### src/rtl/vinstr_queue.sv
// ============================================================================
// vinstr_queue
// ----------------------------------------------------------------------------
// In-order instruction queue between the scalar core's dispatch stage and the
// vector decode stage. Instructions leave in exactly the order they arrived.
// A flush from the scalar core (mispredict or exception) discards everything
// queued.
//
// Parameters
//   INSTRUCTION_LENGTH : width of one vector instruction word (default 32)
//   DEPTH              : number of entries, power of two, 2..64 (default 8)
//
// Ports
//   clk_i         in   single clock, rising edge
//   rstn_i        in   asynchronous active-low reset
//   flush_i       in   discard all queued instructions
//   instruction_i in   instruction from scalar dispatch
//   valid_i       in   instruction_i valid
//   ready_o       out  queue can accept instruction_i
//   instruction_o out  head instruction (zero when valid_o is low)
//   valid_o       out  instruction_o valid
//   ready_i       in   downstream accepts instruction_o
//   count_o       out  number of stored entries
//   full_o        out  count_o == DEPTH
//   empty_o       out  count_o == 0
//
// Build option
//   VINSTR_QUEUE_BYPASS_EN : when defined, an empty queue forwards
//   instruction_i straight to instruction_o in the same cycle; the word is
//   stored only if downstream does not take it. When undefined there is no
//   combinational input-to-output path and push-to-valid latency is 1 cycle.
// ============================================================================
module vinstr_queue #(
    parameter int INSTRUCTION_LENGTH = 32,
    parameter int DEPTH              = 8
) (
    input  logic                          clk_i,
    input  logic                          rstn_i,
    input  logic                          flush_i,
    input  logic [INSTRUCTION_LENGTH-1:0] instruction_i,
    input  logic                          valid_i,
    output logic                          ready_o,
    output logic [INSTRUCTION_LENGTH-1:0] instruction_o,
    output logic                          valid_o,
    input  logic                          ready_i,
    output logic [$clog2(DEPTH):0]        count_o,
    output logic                          full_o,
    output logic                          empty_o
);

    localparam int PW = $clog2(DEPTH);
    localparam int CW = PW + 1;

    // Storage is never reset; instruction_o is masked to zero whenever
    // valid_o is low, so stale contents never reach the outputs.
    logic [INSTRUCTION_LENGTH-1:0] mem [DEPTH];

    logic [PW-1:0] rd_ptr;
    logic [PW-1:0] wr_ptr;
    logic [CW-1:0] count;
    logic          push;
    logic          pop;

    assign count_o = count;
    assign full_o  = (count == CW'(DEPTH));
    assign empty_o = (count == '0);
    // Depends only on registered state and flush_i; ready_i never feeds it.
    assign ready_o = !full_o && !flush_i;

    always_comb begin
        valid_o       = !empty_o && !flush_i;
        instruction_o = valid_o ? mem[rd_ptr] : '0;
        push          = valid_i && ready_o;
        pop           = valid_o && ready_i;
`ifdef VINSTR_QUEUE_BYPASS_EN
        // Empty and not flushing: present the incoming word directly. If
        // downstream takes it now it is never stored; otherwise it becomes
        // an ordinary push. The stored queue is empty, so nothing pops.
        if (empty_o && !flush_i) begin
            valid_o       = valid_i;
            instruction_o = valid_i ? instruction_i : '0;
            push          = valid_i && !ready_i;
            pop           = 1'b0;
        end
`endif
    end

    always_ff @(posedge clk_i or negedge rstn_i) begin
        if (!rstn_i) begin
            rd_ptr <= '0;
            wr_ptr <= '0;
            count  <= '0;
        end else if (flush_i) begin
            // Flush outranks everything; push and pop are already blocked
            // by ready_o/valid_o being low this cycle.
            rd_ptr <= '0;
            wr_ptr <= '0;
            count  <= '0;
        end else begin
            // Pointers are exactly PW bits, so DEPTH-1 wraps to 0 naturally.
            if (push) wr_ptr <= wr_ptr + PW'(1);
            if (pop)  rd_ptr <= rd_ptr + PW'(1);
            case ({push, pop})
                2'b10:   count <= count + CW'(1);
                2'b01:   count <= count - CW'(1);
                default: count <= count;
            endcase
        end
    end

    always_ff @(posedge clk_i) begin
        if (push) mem[wr_ptr] <= instruction_i;
    end

endmodule

### config.mk
export PLATFORM = sky130hd
export DESIGN_NAME = vinstr_queue
export DESIGN_NICKNAME = d
export VERILOG_FILES = /design/src/rtl/vinstr_queue.sv
export SDC_FILE = /design/constraint.sdc
export NUM_CORES = 1
export LEC_CHECK = 0
export CORE_AREA = 2 2 131 146
export CTS_CLUSTER_DIAMETER = 120
export DETAILED_ROUTE_END_ITERATION = 16
export DIE_AREA = 0 0 133 148
export PLACE_DENSITY = 0.78
export SLEW_MARGIN = 20
export SYNTH_ARGS = -nofsm -noshare
export SYNTH_HDL_FRONTEND = slang
export SYNTH_SLANG_ARGS = --single-unit
### constraint.sdc
create_clock -name clk_i -period 5.1 [get_ports clk_i]
set_input_delay 1.02 -clock clk_i [delete_from_list [all_inputs] [get_ports clk_i]]
set_output_delay 1.02 -clock clk_i [all_outputs]
set_load 0.01 [all_outputs]
After elaboration in Yosys (flattened, before gate mapping)
Memory sizes are Yosys's and may differ from the RTL's. Cells that the tools add are included. W data, S select, Z words.

Output and inout bits: 40. Bits in registers: 10. Memories: 1. RAM bits: 256.

Reduce and logical (&&, ||, !) cells: 11. Mux-type cells: 9. Eq/ne operators: 3. Add/sub/neg operators: 4.

Memories: mem (depth 8, width 32, read ports 1, clocked after memory_dff 0, write ports 1, line 56) `logic [INSTRUCTION_LENGTH-1:0] mem [DEPTH];`.

Operator list (number): $mux W32 (1); $mux W3 (4); $pmux W4 S2 (1); $add A3 B1 Y3 const B (2); $add A4 B1 Y4 const B (1); $eq A4 B4 Y1 const B (1); $logic_and A1 B1 Y1 (4); $logic_not A4 Y1 (1); $mux W4 (1); $reduce_bool A2 Y1 (2); $sub A4 B1 Y4 const B (1); $logic_not A1 Y1 (3); $reduce_bool A3 Y1 (1); $eq A2 B1 Y1 const B (1); $eq A2 B2 Y1 const B (1); $mux W1 (2).

Logic depth before layout (Yosys ltp)
Word-level depth: 7. Mapped depth: 12.

Worst setup path before layout
Ideal clock, no wire load.

Path type: in2reg. From: in valid_i. To: mem mem[0][0], enable pin. Setup time: 501 ps. Setup slack: 40 ps. Stages on the path: 3. Path buffers: 0. Arrival: 4559 ps. Cells stage by stage: nor2b_1 nand2_1 nor4_1.

Longest elaborated chain between the ends: 3.

RTL lines: from (decl) (line 41) `input logic valid_i,`; $logic_and A1 B1 Y1 (line 73) `push = valid_i && ready_o;`; $mux W1 (line 112) `if (push) mem[wr_ptr] <= instruction_i;`; $mux W1 (not written as such) (line 112); to (decl) (line 56).

Every way passes these cells.

Final worst setup path
From: in flush_i. To: out instruction_o[7].

Longest elaborated chain between the ends: 3.

RTL lines: from (decl) (line 39) `input logic flush_i,`; $logic_not A1 Y1 (line 71) `valid_o = !empty_o && !flush_i;`; $logic_and A1 B1 Y1 (line 71); $mux W32 (line 72) `instruction_o = valid_o ? mem[rd_ptr] : '0;`; to (decl) (line 43) `output logic [INSTRUCTION_LENGTH-1:0] instruction_o,`.

Every way passes these cells.

==> flow_summary_export.csv <==
group,metric,value,unit
synth,synth.top_cell.area_share,73.77,%
cts,clk_pin_slew,60,ps
global_route,first_global_vias,5249,
cts,holdBufCountCts,0,
power,p_clk_share,35.0,%
setup_path,critPathBufInv,4,
global_route,grt-ovfl-total,0,
power,ir_drop,0.2774,mV
die,floorplan.initialDensity,57.41,%
cts,clock_path_buffers,3,
synth,synth_top_area_cell,"edfxtp_1",
setup_path,crit_type,"input port to output port",
finish,final_common_cell,"edfxtp_1",
synth,synth_area,10420,um^2
synth,syn_nets,531,
sta,period_share,83.64,%
place,routabilityCongestion,0.7349,
sta,worstMarginPinSlew,989.7,ps
die,dieArea,19680,um^2
drt,drtAntennaViolNets,0,
cts,cts_resized,0,
power,leakage,3.850,nW
finish,nets,630,
cts,clkLatencyLatePin,530,ps
cts,cts_made_buffers,26,
sta,finalHoldViolations,0,
sta,whs,668.6,ps
die,fp.dieW,133,um
finish,syn_to_final_growth,18.66,%
drt,via_count,5029,
synth,synth_cell_types,38,
setup_path,reg2reg_from,"count_o[1]",
hold_path,whs_path_depth,1,
power,pwr-share-seq,50.8,%
setup_path,slowest_delay,550,ps
synth,synth_area_leaders,"edfxtp_1, mux4_2, mux2i_1",
setup_path,critPathLaunch,"flush_i",
cts,cts.sinks,266,
finish,fin_util,68.12,%
finish,antenna_cells,0,
die,coreArea,18150,um^2
global_route,antenna_found_initial,0,
drt,wire_per_inst,23.30,um
setup_path,arrival,3250,ps
outcome,status,"finished clean",
global_route,grt_usage,20.83,%
drt,drc,0,
die,rows,52,
power,p_sw,0.001136,W
finish,final_cell_mix,"edfxtp_1, clkdlybuf4s50_1, mux4_2",
sta,drv_slew,0,
power,power_switching_share,22.92,%
setup_path,crit_chain,"clkdlybuf4s50_1, buf_4, or2_1, buf_4, nor2_1, clkdlybuf4s50_1",
setup_path,endpoint_kind,"output port",
cts,h-tree-depth,1,
hold_path,hold_path.class,"flip-flop to flip-flop",
setup_path,cp_max_fo,19,
drt,vias_per_cell,5.923,
finish,drive_gt1_share,22.94,%
die,ios,77,
sta,clock-skew-final,25.75,ps
sta,relSlewSlack,34.02,%
flow_run,maxCapViolCount,0,
synth,ys_seq_elements,266,
setup_path,worst_path_max_delay_cell,"or2_1",
die,dieHeight,148,um
power,powerDensity,400.7,nW/um^2
place,dp_slack,794.3,ps
setup_path,ff2ff_setup_slack,1370,ps
cts,cts_setup_buffers,0,
setup_path,r2r_cells,9,
place,dp_hpwl,11460,um
sta,setup_ws,834.6,ps
sta,setup-violations-final,0,
synth,yosysWarnings,0,
synth,synthCells,490,
global_route,grt_pass1_wl,30880,um
global_route,grt_max_degree,67,
synth,seq_area_frac_synth,76.17,%
power,p_int,0.003820,W
sta,setup_tns,0,ps
drt,drt_iter0_drc,394,
hold_path,holdPathEnd,"count_o[3]",
setup_path,start_kind,"input port",
cts,cts_root_buf,"clkbuf_16",
place,portBuffers,76,
sta,fin_crit,4265,ps
sta,rsz0062_at_grt,"false",
synth,avgSynthCellArea,21.27,um^2
power,power.total,0.004955,W
drt,drtPass1Iterations,5,
power,share_comb_of_total_power,14.2,%
sta,fmaxAchievable,0.2344,GHz
cts,tritoncts,"done",
setup_path,timing.rr.end,"count_o[3]",
hold_path,hold_start,"count_o[3]",
drt,wl,19780,um
setup_path,cp_top_family,"buffers and inverters",
setup_path,critPathRequiredTime,4080,ps
stage by stage:
step / cell area, um^2 / cells
after floorplan: 10420 / 490
after global routing: 12370 / 849
after global placement: 11590 / 804
after CTS: 12370 / 849
after detailed placement: 11590 / 804
final: 12370 / 849
routing by layer:
metal	share of wire, %	vias to the layer above	routed length, um	GRT usage, %
li1	-	2217	-	-
met1	42	2632	8259	28.04
met2	51	147	10140	35.80
met4	2.0	0	395	6.452
met5	0	-	0	0
met3	5.0	33	983	3.086
power by group through the flow:
stage                     sequential, W  clock, W  combinational (W)
after floorplan                 0.00252         0           0.000484
after global placement          0.00256         0           0.000695
after detailed placement        0.00257         0           0.000709
after CTS                       0.00252   0.00177           0.000714
after global routing            0.00253   0.00185           0.000754
final                           0.00252   0.00174           0.000702
cells by family after synthesis:
family                   share of synthesized area, %
multiplexers                                    17.00
XOR/XNOR                                       0.6723
adder cells (fa/ha/maj)                        0.4803
AND/OR/NAND/NOR                                 3.338
buffers and inverters                           1.273
flip-flops                                      76.17
AO/OA/AOI/OAI                                   1.069
area by class of cell:
type                    instances  area, um^2
multi-input cells             195        2400
flip-flops and latches        266        7944
clock buffers                  30       665.6
fillers                      1096        5787
well taps                     243       304.0
inverters                       3       11.26
clock inverters                15       110.1
repair buffers                 97       930.9
worst max path at each step:
stage,to,slack (ps),cells after the start
floorplan,mem[0][0],40,3
global placement,valid_o,870,6
detailed placement,instruction_o[12],790,6
CTS,instruction_o[7],820,5
global route,instruction_o[7],710,5
finish,instruction_o[7],830,6
flip-flops by register name, summed over array words and instances (netlist names):
signal / flops
count_o: 4
mem: 256
rd_ptr: 3
wr_ptr: 3
Yosys cell counts:
library cell,number
buf_6,2
nor4_1,2
or3b_1,1
edfxtp_1,256
nor4bb_1,1
o41ai_2,1
clkbuf_1,10
o21a_1,2
o311ai_1,1
a21oi_1,2
nor2_1,43
xnor2_1,4
buf_2,7
nor3_1,6
or4b_4,1
inv_2,2
a31oi_1,3
nand2b_1,4
o21ai_0,2
nand4_1,1
ha_1,4
and3_4,1
and3_1,1
dfrtp_1,10
or2_1,1
xor2_1,4
mux4_2,64
mux2i_1,33
buf_1,7
a211o_1,1
nor2b_1,1
nor4_2,1
a211oi_2,1
or4b_2,1
nand3_1,1
a2111o_1,1
nand2_1,6
inv_1,1
No activity file was read; power rests on OpenSTA's default activity.
